File: config.mk
export PLATFORM = sky130hd
export DESIGN_NAME = j1_uart_io
export DESIGN_NICKNAME = d
export VERILOG_FILES = /design/src/rtl/j1_uart_io.sv
export SDC_FILE = /design/constraint.sdc
export NUM_CORES = 1
export LEC_CHECK = 0
export CAP_MARGIN = 0
export CORE_MARGIN = 3
export CORE_UTILIZATION = 50
export DETAILED_ROUTE_END_ITERATION = 10
export PLACE_DENSITY = 0.7
export RECOVER_POWER = 100
export SLEW_MARGIN = 20
export SYNTH_ARGS = -nofsm -noshare
export SYNTH_HDL_FRONTEND = slang
export SYNTH_SLANG_ARGS = --single-unit
File: constraint.sdc
create_clock -name clk -period 5.7 [get_ports clk]
set_input_delay 1.14 -clock clk [delete_from_list [all_inputs] [get_ports clk]]
set_output_delay 1.14 -clock clk [all_outputs]
set_load 0.01 [all_outputs]
File: src/rtl/j1_uart_io.sv
// UART peripheral for the j1 CPU I/O port: 8N1 transmitter with one holding
// register, 8N1 receiver feeding a small FIFO, and a pollable status word.
`timescale 1ns/1ps
module j1_uart_io #(
  parameter int CLKS_PER_BIT = 104,
  parameter int RX_DEPTH     = 8
) (
  input  logic        clk,
  input  logic        reset,
  input  logic        io_rd,
  input  logic        io_wr,
  input  logic [15:0] io_addr,
  input  logic [15:0] io_wdata,
  output logic [15:0] io_din,
  input  logic        uart_rx,
  output logic        uart_tx
);
  localparam int AW = $clog2(RX_DEPTH);
  localparam int CW = $clog2(CLKS_PER_BIT);
  localparam logic [CW-1:0] BIT_LAST  = CW'(CLKS_PER_BIT - 1);
  localparam logic [CW-1:0] HALF_LAST = CW'(CLKS_PER_BIT / 2 - 1);
  localparam logic [AW:0]   DEPTH_C   = (AW+1)'(RX_DEPTH);

  typedef enum logic [1:0] {RX_IDLE, RX_START, RX_DATA, RX_STOP} rx_state_e;

  logic is_data, is_stat, rd_data, rd_stat, wr_data;
  logic unused_ok;

  assign is_data   = io_addr[12];
  assign is_stat   = io_addr[13] & ~io_addr[12];
  assign rd_data   = io_rd & is_data;
  assign rd_stat   = io_rd & is_stat;
  assign wr_data   = io_wr & is_data;
  assign unused_ok = ^{io_addr[15:14], io_addr[11:0], io_wdata[15:8]};

  // Transmitter: tx_bit 0 = start, 1..8 = data LSB first, 9 = stop.
  logic          tx_busy_q, tx_busy_d;
  logic [CW-1:0] tx_cnt_q, tx_cnt_d;
  logic [3:0]    tx_bit_q, tx_bit_d;
  logic [7:0]    tx_data_q, tx_data_d;
  logic          tx_out_q, tx_out_d;

  always_comb begin
    tx_busy_d = tx_busy_q;
    tx_cnt_d  = tx_cnt_q;
    tx_bit_d  = tx_bit_q;
    tx_data_d = tx_data_q;
    tx_out_d  = tx_out_q;
    if (tx_busy_q) begin
      if (tx_cnt_q == '0) begin
        if (tx_bit_q == 4'd9) begin
          tx_busy_d = 1'b0;
          tx_out_d  = 1'b1;
        end else begin
          tx_bit_d = tx_bit_q + 4'd1;
          tx_cnt_d = BIT_LAST;
          tx_out_d = (tx_bit_q == 4'd8) ? 1'b1 : tx_data_q[tx_bit_q[2:0]];
        end
      end else begin
        tx_cnt_d = tx_cnt_q - CW'(1);
      end
    end else if (wr_data) begin
      tx_busy_d = 1'b1;
      tx_data_d = io_wdata[7:0];
      tx_bit_d  = 4'd0;
      tx_cnt_d  = BIT_LAST;
      tx_out_d  = 1'b0;
    end
  end

  // Receiver
  logic          rx_s1_q, rx_s2_q, rxs;
  rx_state_e     rx_state_q, rx_state_d;
  logic [CW-1:0] rx_cnt_q, rx_cnt_d;
  logic [2:0]    rx_bits_q, rx_bits_d;
  logic [7:0]    rx_shift_q, rx_shift_d;
  logic          rx_push, rx_frm_set;

  assign rxs = rx_s2_q;

  always_ff @(posedge clk) begin
    if (reset) rx_state_q <= RX_IDLE;
    else       rx_state_q <= rx_state_d;
  end

  always_comb begin
    rx_state_d = rx_state_q;
    case (rx_state_q)
      RX_IDLE:  if (!rxs) rx_state_d = RX_START;
      RX_START: if (rx_cnt_q == '0) rx_state_d = rxs ? RX_IDLE : RX_DATA;
      RX_DATA:  if (rx_cnt_q == '0 && rx_bits_q == 3'd7) rx_state_d = RX_STOP;
      RX_STOP:  if (rx_cnt_q == '0) rx_state_d = RX_IDLE;
      default:  rx_state_d = RX_IDLE;
    endcase
  end

  always_comb begin
    rx_cnt_d   = rx_cnt_q;
    rx_bits_d  = rx_bits_q;
    rx_shift_d = rx_shift_q;
    rx_push    = 1'b0;
    rx_frm_set = 1'b0;
    case (rx_state_q)
      RX_IDLE: begin
        rx_cnt_d  = HALF_LAST;
        rx_bits_d = 3'd0;
      end
      RX_START: rx_cnt_d = (rx_cnt_q == '0) ? BIT_LAST : rx_cnt_q - CW'(1);
      RX_DATA: begin
        if (rx_cnt_q == '0) begin
          rx_cnt_d   = BIT_LAST;
          rx_shift_d = {rxs, rx_shift_q[7:1]};
          rx_bits_d  = rx_bits_q + 3'd1;
        end else begin
          rx_cnt_d = rx_cnt_q - CW'(1);
        end
      end
      RX_STOP: begin
        if (rx_cnt_q == '0) begin
          rx_push    = rxs;
          rx_frm_set = ~rxs;
        end else begin
          rx_cnt_d = rx_cnt_q - CW'(1);
        end
      end
      default: ;
    endcase
  end

  // RX FIFO and sticky flags
  logic [7:0]  fifo_mem_q [RX_DEPTH];
  logic [AW-1:0] wr_ptr_q, wr_ptr_d, rd_ptr_q, rd_ptr_d;
  logic [AW:0] count_q, count_d;
  logic        fifo_empty, fifo_full, pop, push_ok, ovr_set;
  logic        ovr_q, ovr_d, frm_q, frm_d;
  logic [15:0] status, io_din_q, io_din_d;

  assign fifo_empty = (count_q == '0);
  assign fifo_full  = (count_q == DEPTH_C);
  assign pop        = rd_data & ~fifo_empty;
  assign push_ok    = rx_push & (~fifo_full | pop);
  assign ovr_set    = rx_push & fifo_full & ~pop;
  assign status     = {12'h000, frm_q, ovr_q, ~fifo_empty, ~tx_busy_q};

  always_comb begin
    wr_ptr_d = wr_ptr_q + AW'(push_ok);
    rd_ptr_d = rd_ptr_q + AW'(pop);
    count_d  = count_q + (AW+1)'(push_ok) - (AW+1)'(pop);
    ovr_d    = ovr_set    | (ovr_q & ~rd_stat);
    frm_d    = rx_frm_set | (frm_q & ~rd_stat);
    io_din_d = io_din_q;
    if (io_rd) begin
      if (is_data)      io_din_d = fifo_empty ? 16'h0000 : {8'h00, fifo_mem_q[rd_ptr_q]};
      else if (is_stat) io_din_d = status;
      else              io_din_d = 16'h0000;
    end
  end

  always_ff @(posedge clk) begin
    if (push_ok) fifo_mem_q[wr_ptr_q] <= rx_shift_q;
  end

  always_ff @(posedge clk) begin
    if (reset) begin
      tx_busy_q  <= 1'b0;
      tx_cnt_q   <= '0;
      tx_bit_q   <= 4'd0;
      tx_data_q  <= 8'h00;
      tx_out_q   <= 1'b1;
      rx_s1_q    <= 1'b1;
      rx_s2_q    <= 1'b1;
      rx_cnt_q   <= '0;
      rx_bits_q  <= 3'd0;
      rx_shift_q <= 8'h00;
      wr_ptr_q   <= '0;
      rd_ptr_q   <= '0;
      count_q    <= '0;
      ovr_q      <= 1'b0;
      frm_q      <= 1'b0;
      io_din_q   <= 16'h0000;
    end else begin
      tx_busy_q  <= tx_busy_d;
      tx_cnt_q   <= tx_cnt_d;
      tx_bit_q   <= tx_bit_d;
      tx_data_q  <= tx_data_d;
      tx_out_q   <= tx_out_d;
      rx_s1_q    <= uart_rx;
      rx_s2_q    <= rx_s1_q;
      rx_cnt_q   <= rx_cnt_d;
      rx_bits_q  <= rx_bits_d;
      rx_shift_q <= rx_shift_d;
      wr_ptr_q   <= wr_ptr_d;
      rd_ptr_q   <= rd_ptr_d;
      count_q    <= count_d;
      ovr_q      <= ovr_d;
      frm_q      <= frm_d;
      io_din_q   <= io_din_d;
    end
  end

  assign io_din  = io_din_q;
  assign uart_tx = tx_out_q;
endmodule

# After elaboration in Yosys (flattened, before gate mapping)
# Memories as Yosys holds them, arrays and structs flattened. A register that Yosys moved wholly into a read port is not among the register bits.
# Index checks and enable logic that the tools add are counted.
[word_totals]
regBits = 71
mem_bits_rw = 64
inputBits = 37
output_inout_bits = 17
word_cells = 118
mem_count = 1
[op_classes]
addsub = 8
magnitude_cmp = 1
n_eq_ne = 16
n_mux = 40
bitwise = 20
reduce_logical = 15
[mem_list]
columns = ["name", "words", "word_bits", "rd", "rd_clocked_by_memory_dff", "wr", "line_no", "rtl"]
rows = [
  ["fifo_mem_q", 8, 8, 1, 1, 1, "131", "logic [7:0] fifo_mem_q [RX_DEPTH];"],
]
[op_table]
columns = ["cell", "count"]
rows = [
  ["7-bit two-way mux", 6],
  ["7-bit one-hot mux with 3 select lines", 1],
  ["4-bit two-way mux", 5],
  ["1-bit two-way mux", 16],
  ["8-bit two-way mux", 2],
  ["7-bit logical NOT", 2],
  ["2-bit != test (second input constant)", 7],
  ["7-bit by 1-bit subtractor with 7-bit output (second input constant)", 2],
  ["4-bit equality test (second input constant)", 3],
  ["1-bit bitwise AND", 10],
  ["2-bit two-way mux", 5],
  ["2-bit AND reduction", 5],
  ["2-bit one-hot mux with 4 select lines", 1],
  ["1-bit NOT", 7],
  ["3-bit by 1-bit adder with 3-bit output", 2],
  ["3-bit two-way mux", 2],
  ["3-bit one-hot mux with 2 select lines", 1],
  ["4-bit by 1-bit adder with 4-bit output", 1],
  ["4-bit by 1-bit adder with 4-bit output (second input constant)", 1],
  ["2-bit equality test (second input constant)", 2],
  ["4-bit logical NOT", 1],
  ["3-bit by 4-bit < comparator with 1-bit output (second input constant)", 1],
  ["4-bit AND reduction", 1],
  ["2-bit nonzero test", 2],
  ["12 further kinds", 14],
]

# Depth between registers and ports, before layout
# Gate-level depths: netlist (run 1).
[depth]
word_depth = 7
ltp_mapped = 12
depth_no_buf = 12

# Worst setup path after synthesis (run 1)
# Ideal clock, no wire load.
[synth_timing]
path_kind = "input to register"
startpoint = "in io_addr[12]"
endpoint = "reg count_q[2]"
setup_ns = 0.128
t_arrival_ns = 2.632
required_ns = 5.572
slack_ns = 2.940
stages = 10
n_path_buf = 0
cell_sequence = "nand2_1 > o211ai_1 > nand3_1 > ha_1 > inv_1 > ha_1 > inv_1 > fa_1 > xor2_1 > nor2_1"
[synth_between]
elab_chain_cells = 6
[synth_lines]
columns = ["item", "line_no", "rtl"]
rows = [
  ["start, declared", "12", "input logic [15:0] io_addr,"],
  ["1-bit bitwise AND (*)", "31", "assign rd_data = io_rd & is_data;"],
  ["1-bit bitwise AND (*)", "140", "assign pop = rd_data & ~fifo_empty;"],
  ["1-bit OR", "141", "assign push_ok = rx_push & (~fifo_full | pop);"],
  ["1-bit bitwise AND", "141", ""],
  ["4-bit by 1-bit adder with 4-bit output", "148", "count_d = count_q + (AW+1)'(push_ok) - (AW+1)'(pop);"],
  ["4-bit by 1-bit subtractor with 4-bit output (*)", "148", ""],
  ["end signal, assigned", "194", "count_q <= count_d;"],
  ["end, declared", "133", "logic [AW:0] count_q, count_d;"],
]
# Mark *: on every way between the ends. The rest lies on a longest branch, timed or not.
# A chain may end at the register's enable or synchronous reset.

==> metrics.md, run 1 <==
| Metric | Value |
|---|---|
| Status | `complete, but fails checks` |
| Violated checks | `capacitance limit, slew limit` |
| Synth area leader | `edfxtp_1` |
| Ant diodes | `0` |
| Synthesized area | `about 5400 µm²` |
| 1st-iter DRT viols | `approximately 230` |
| Vias | `3,485` |
| Largest net degree at the start of global routing | `56` |
| Number of global-route vias before repair | `around 3,400` |
| Worst-path clk slew | `0.06 ns` |
| Main combinational cell family by area after synthesis | `simple AND/OR/NAND/NOR gates` |
| # DRC | `0` |
| Simple-gate share of the synthesized area | `between 10% and 20%` |
| Routed WL | `10,760 µm` |
| MaxCap Viol Count | `1` |
| Seq/Total Area, Yosys | `58.43%` |
| I/O pins | `54` |
| Initial DRT Pass Iterations | `4` |
| Final hold vios | `0` |
| DRT antenna net count | `0` |
| Maximum clock path buffer count | `2` |
| Max Clock Skew | `between 0.01 and 0.015 ns` |
| Mapped Avg Cell Area | `roughly 12 µm²` |
| Crit end category | `flip-flop` |
| Final Critical Period | `3.692 ns` |
| CP required | `around 6.0 ns` |
| Crit path kind | `in2reg` |
| Power Density | `between 300 and 400 nW/µm²` |
| Total negative slack | `0 ns` |
| Hold Path Origin | `rx_s1_q` |
| Root buf cell | `clkbuf_8` |
| Final RePlAce weighted congestion | `0.8589` |
| PortBufs | `23` |
| Leakage | `2.367 nW` |
| Drt wl/cell | `17.44 µm` |
| Die Y | `110.4 µm` |
| Detailed Place HPWL | `7102 µm` |
| Synth Area in Adders | `under 10%` |
| Ys flop type | `edfxtp_1` |
| Hold EP | `rx_s2_q` |
| CP delay by family, top | `buffers and inverters` |
| Worst slew pin tran | `2.586 ns` |
| Top-count cell post-synth | `edfxtp_1` |
| Util after Layout | `60.49%` |
| Worst min-delay path class | `reg2reg` |
| Layout cells sized above 1 | `12.89%` |
| Area delta synth->final | `16.17%` |
| Initial core utilization | `52.07%` |
| Number of library cell types mapped by synthesis | `58` |
| Crit start category | `input port` |
| Die footprint | `~12,000 µm²` |
| Sink Count | `~130` |
| Final setup vio count | `0` |
| First-pass GRT wire length | `~18,000 µm` |
| Row count | `37` |
| Top cell type's share of synthesized area | `a little over a third` |
| NumNets Final | `528` |
| WP data arrival | `3.98 ns` |
| Mux contribution to synthesized area | `9.692%` |
| Top cell types by occurrence after synthesis | `edfxtp_1, dfxtp_1, nor2_1` |
| CTS resizes | `0` |
| Fmax | `approximately 0.27 GHz` |
| R2R depth | `12` |
| Total core area | `approximately 10,000 µm²` |
| Die Width | `approximately 110 µm` |
| Initial antenna violation count | `0` |
| Clk_lat worst skew | `0.52 ns` |
| R2R Setup Slk | `2.38 ns` |
| Crit path max fanout | `55` |
| Buf/Inv on CP | `3` |
| GRT overflow | `0` |
| Cells after Synth | `about 440` |
| CP cell instances | `buf_2 > clkbuf_1 > inv_1 > nand2_1 > o32ai_1` |
| GRT Overall Usage | `19.64%` |
| Final Max Tran Viols | `56` |
| Period utilization | `approximately 65%` |
| CTS H-tree depth | `4` |
| Share of synthesized registers carrying an async set or reset | `0%` |
| CTS tree | `built` |
| Maximum vdd drop | `186.4 µV` |
| Yosys reg bits | `127` |
| Hold Crit Depth | `1` |
| RSZ-0062 raised after global routing | `false` |
| Synth Area in XOR/XNOR | `1.125%` |
| Synth warnings | `0` |
| Num CTS Buffers | `17` |
| Reg-to-Reg End | `count_q[2]` |
| Rel. slew slack | `-72.38%` |
| Setup Buffers After CTS | `0` |
| Critical Path Slowest Stage Cell | `clkbuf_1` |
| CP max stage delay | `1.82 ns` |
| FF-to-FF Start | `rx_cnt_q[0]` |
| Fillers | `835` |
| Area contributors post-synth | `edfxtp_1, dfxtp_1, mux4_2, ha_1, nor2_1` |
| Via/cell ratio | `5.648` |
| Number of synthesized flops with an enable pin | `64` |
| Post-CTS Hold Buffers | `0` |
| Post-synthesis compound-gate area fraction | `9.830%` |
[worst max path at each step]
stage | end | start | slack, ns | cells after the start
after global routing | rx_bits_q[2] | reset | 1.61 | 5
after floorplan | count_q[2] | io_addr[12] | 2.94 | 10
final | rx_bits_q[1] | reset | 2.01 | 5
after detailed placement | fifo_mem_q[4][5] | io_rd | 2.05 | 5
after global placement | count_q[2] | io_rd | 2.13 | 11
after CTS | fifo_mem_q[4][1] | rx_cnt_q[0] | 2.42 | 6
[worst register-to-register path: stages, from the launching register on]
cell and delay [ns]:
dfxtp_1 0.36, inv_1 0.11, ha_1 0.21, or3b_2 0.47
nor3_1 0.59, nand3_1 0.20, ha_1 0.32, inv_1 0.06
ha_1 0.16, inv_1 0.05, fa_1 0.38, xor2_1 0.14
nor2_1 0.05
[logic make-up after synthesis]
kind of cell	Yosys count
AOI/OAI and AO/OA	78
muxes	30
and+or+nand+nor	125
adders and majority gates	23
xor gates and xnor gates	7
buffers and inverters	48
DFF	127
other	1
[state kept, by name, summed over array words and instances, names as in the netlist, 3 cells and up, named ones only]
signal and count:
rx_cnt_q 7, io_din 8, wr_ptr_q 3, fifo_mem_q 64, rx_shift_q 8, rx_bits_q 3
rd_ptr_q 3, tx_data_q 8, tx_bit_q 4, tx_cnt_q 7, count_q 4
[final cells by class]
| cell class | count | area [µm²] | area share (%) |
|---|---|---|---|
| clock buffer | 17 | 414.1 | 6.544 |
| clock inverter | 15 | 150.1 | 2.372 |
| inverter | 23 | 86.33 | 1.364 |
| multi-input combinational | 271 | 2077 | 32.82 |
| sequential | 127 | 3183 | 50.30 |
| tap | 136 | 170.2 | 2.689 |
| timing repair buffer | 28 | 247.7 | 3.915 |
[where the power goes]
group / total (mW) / internal (mW) / leakage (nW) / switching [mW]
Sequential: 1.04 / 0.993 / 1.11 / 0.0499
Combinational: 0.339 / 0.162 / 0.985 / 0.177
Clock: 1.02 / 0.593 / 0.276 / 0.427
[metal layers]
layer	wire [µm]	track usage, %	vias to the layer above
met1	4915	26.74	1731
met5	0	0	-
li1	-	-	1682
met4	119	6.332	0
met3	412	4.019	8
met2	5312	31.76	64
[placed cells by master (no fill, tap or decap), types with 6 or more instances in the layout]
| cell type | Yosys | final |
|---|---|---|
| a21oi_1 | 26 | 26 |
| a221o_1 | 7 | 7 |
| clkbuf_16 | 0 | 16 |
| clkdlybuf4s50_1 | 0 | 13 |
| conb_1 | 1 | 8 |
| dfxtp_1 | 63 | 63 |
| dlygate4sd3_1 | 0 | 9 |
| edfxtp_1 | 64 | 64 |
| ha_1 | 22 | 22 |
| inv_1 | 23 | 23 |
| inv_6 | 0 | 6 |
| mux2i_1 | 10 | 10 |
| mux4_2 | 18 | 18 |
| nand2_1 | 30 | 30 |
| nand3_1 | 10 | 10 |
| nor2_1 | 35 | 35 |
| nor2b_1 | 9 | 9 |
| nor3_1 | 8 | 8 |
| o21ai_0 | 10 | 10 |
[stage by stage]
step | instances | hold slack (ns) | setup slack (ns) | instance area (µm²) | power, mW
detailed placement | 585 | 0.4006 | 2.051 | 5779 | 1.402
global placement | 585 | 0.3937 | 2.126 | 5779 | 1.388
CTS | 617 | 0.4084 | 2.423 | 6344 | 2.427
finish | 617 | 0.4062 | 2.008 | 6329 | 2.401
floorplan | 446 | 0.3895 | 2.940 | 5474 | 1.315
global route | 617 | 0.4227 | 1.609 | 6329 | 2.518
Power figures use the tool's default switching activity.
==> inputs of run 2 (changes only) <==
==> constraint.sdc (replaced) <==
create_clock -name clk -period 3.6 [get_ports clk]
set_input_delay 0.72 -clock clk [delete_from_list [all_inputs] [get_ports clk]]
set_output_delay 0.72 -clock clk [all_outputs]
set_load 0.01 [all_outputs]
==> metrics.md, run 2 (synthesis gave the netlist of run 1 again) <==
| Metric | Value |
|---|---|
| Hold Path Origin | `rx_s1_q` |
| Die footprint | `12,180 µm² (unchanged)` |
| Crit start category | `flip-flop` |
| Initial antenna violation count | `0 (unchanged)` |
| Detailed Place HPWL | `7140 µm (+0.54%)` |
| Worst slack at placement | `0.4875 ns (-1.563 ns)` |
| Maximum vdd drop | `274.2 µV (+47%)` |
| Fillers | `852 (+2.0%)` |
| Routed WL | `10,810 µm (+0.45%)` |
| # DRC | `0 (unchanged)` |
| CTS tree | `built` |
| Total power | `3.776 mW (+57%)` |
| Fmax | `0.3309 GHz` |
| Initial core utilization | `52.07% (unchanged)` |
| Hold Crit Depth | `1 (unchanged)` |
| Final Critical Period | `3.022 ns` |
| Drt wl/cell | `17.27 µm (-1.0%)` |
| Via/cell ratio | `5.657 (+0.15%)` |
| Total core area | `10,460 µm² (unchanged)` |
| Max Clock Skew | `0.006976 ns (-0.004006 ns)` |
| CP required | `3.75 ns (-2.24 ns)` |
| Crit path kind | `reg2reg` |
| Largest net degree at the start of global routing | `55 (-1.8%)` |
| Setup Buffers After CTS | `0 (unchanged)` |
| Rel. slew slack | `39.92% (+110 points)` |
| R2R depth | `8 (-4)` |
| Final setup vio count | `0 (unchanged)` |
| WP data arrival | `3.17 ns (-0.81 ns)` |
| Worst-path clk slew | `0.06 ns (about the same)` |
| CTS resizes | `0 (unchanged)` |
| Final RePlAce weighted congestion | `0.8400 (-2.2%)` |
| CTS H-tree depth | `4 (unchanged)` |
| RSZ-0062 raised after global routing | `false` |
| Crit path max fanout | `8 (-85%)` |
| Commonest non-fill, non-tap cell in the layout | `edfxtp_1` |
| Row count | `37 (unchanged)` |
| First-pass GRT wire length | `17,420 µm (-1.6%)` |
| Vias | `3,541 (+1.6%)` |
| MaxCap Viol Count | `0 (-1)` |
| GRT Overall Usage | `19.64% (about the same)` |
| Maximum clock path buffer count | `2 (unchanged)` |
| Clk_lat worst skew | `0.52 ns (about the same)` |
| FF-to-FF Start | `rx_cnt_q[0]` |
| Final worst slack | `0.5779 ns (-1.430 ns)` |
| Number of global-route vias before repair | `3,358 (-2.6%)` |
| Crit end category | `flip-flop` |
| Reg-to-Reg End | `fifo_mem_q[0][6]` |
| Layout cells sized above 1 | `12.24% (-0.64 points)` |
| Area delta synth->final | `16.63%` |
| Final Max Tran Viols | `0 (-100%)` |
| Period utilization | `approximately 84%` |
| Max reg flops | `64 (unchanged)` |
| PortBufs | `23 (unchanged)` |
| Worst slew pin tran | `0.8999 ns (-1.686 ns)` |
| Power Density | `594.2 nW/µm² (+57%)` |
| Leakage | `2.361 nW (-0.29%)` |
| R2R Setup Slk | `0.58 ns (-1.80 ns)` |
| Top reg by flops | `fifo_mem_q` |
| NumNets Final | `537 (+1.7%)` |
| Most frequent cells in the layout | `edfxtp_1, dfxtp_1, nor2_1` |
| Initial DRT Pass Iterations | `4 (unchanged)` |
| 1st-iter DRT viols | `253 (+9.5%)` |
| Die Width | `110.4 µm (unchanged)` |
| Die Y | `110.4 µm (unchanged)` |
| Hold EP | `rx_s2_q` |
| I/O pins | `54 (unchanged)` |
| Worst min-delay path class | `reg2reg` |
| Total negative slack | `0 ns (unchanged)` |
| Post-CTS Hold Buffers | `0 (unchanged)` |
| GRT overflow | `0 (unchanged)` |
| DRT antenna net count | `0 (unchanged)` |
| Ant diodes | `0 (unchanged)` |
| Num CTS Buffers | `17 (unchanged)` |
| Status | `completed` |
| Final hold vios | `0 (unchanged)` |
| Root buf cell | `clkbuf_8` |
| Sink Count | `127 (unchanged)` |
==> run 2: final cells by class <==
cell class / instances / area, µm² / area share [%]
inverters: 23 / 86.33 / 1.359
repair buffers: 37 / 284.0 / 4.470
well taps: 136 / 170.2 / 2.678
multi-input cells: 271 / 2069 / 32.57
flip-flops and latches: 127 / 3183 / 50.10
clock inverters: 15 / 146.4 / 2.304
clock buffers: 17 / 414.1 / 6.518
==> run 2: per-stage QoR <==
step	hold WS [ns]	cell area (µm²)	util, %	std cells
after floorplan	0.3895	5474	-	446
after global placement	0.3955	5847	55.88	594
after detailed placement	0.4074	5847	55.88	594
after CTS	0.4393	6407	61.24	626
after global routing	0.4509	6354	60.73	626
final	0.4443	6354	60.73	626
==> run 2: per-layer routing <==
metal	GRT usage (%)	wire length [µm]	part of all wire, %
met5	0	0	0
met4	6.508	108	1.0
met3	6.639	350	3.2
met2	29.55	5191	48
met1	26.91	5157	48
==> run 2: report_power, final <==
| part | leakage, nW | internal, mW | switching, mW |
|---|---|---|---|
| registers | 1.11 | 1.57 | 0.0903 |
| clock network | 0.261 | 0.977 | 0.618 |
| logic | 0.993 | 0.253 | 0.264 |
==> run 2: critical path, stage by stage (launching register included) <==
cell and delay, ns:
dfxtp_1 0.37, inv_1 0.10, ha_1 0.21, or3b_2 0.47
nor3_1 0.14, clkbuf_1 0.29, nand4b_1 0.26, nor3_1 0.26
clkbuf_1 0.55
==> run 2: worst max-delay path by stage <==
stage,slack (ns),end,from
2_1_floorplan,0.84,count_q[2],rx_cnt_q[0]
3_3_place_gp,0.53,count_q[2],io_rd
3_5_place_dp,0.49,count_q[2],io_rd
4_1_cts,0.75,count_q[2],rx_cnt_q[0]
5_1_grt,0.33,count_q[2],rx_cnt_q[0]
6_report,0.58,fifo_mem_q[0][6],rx_cnt_q[0]
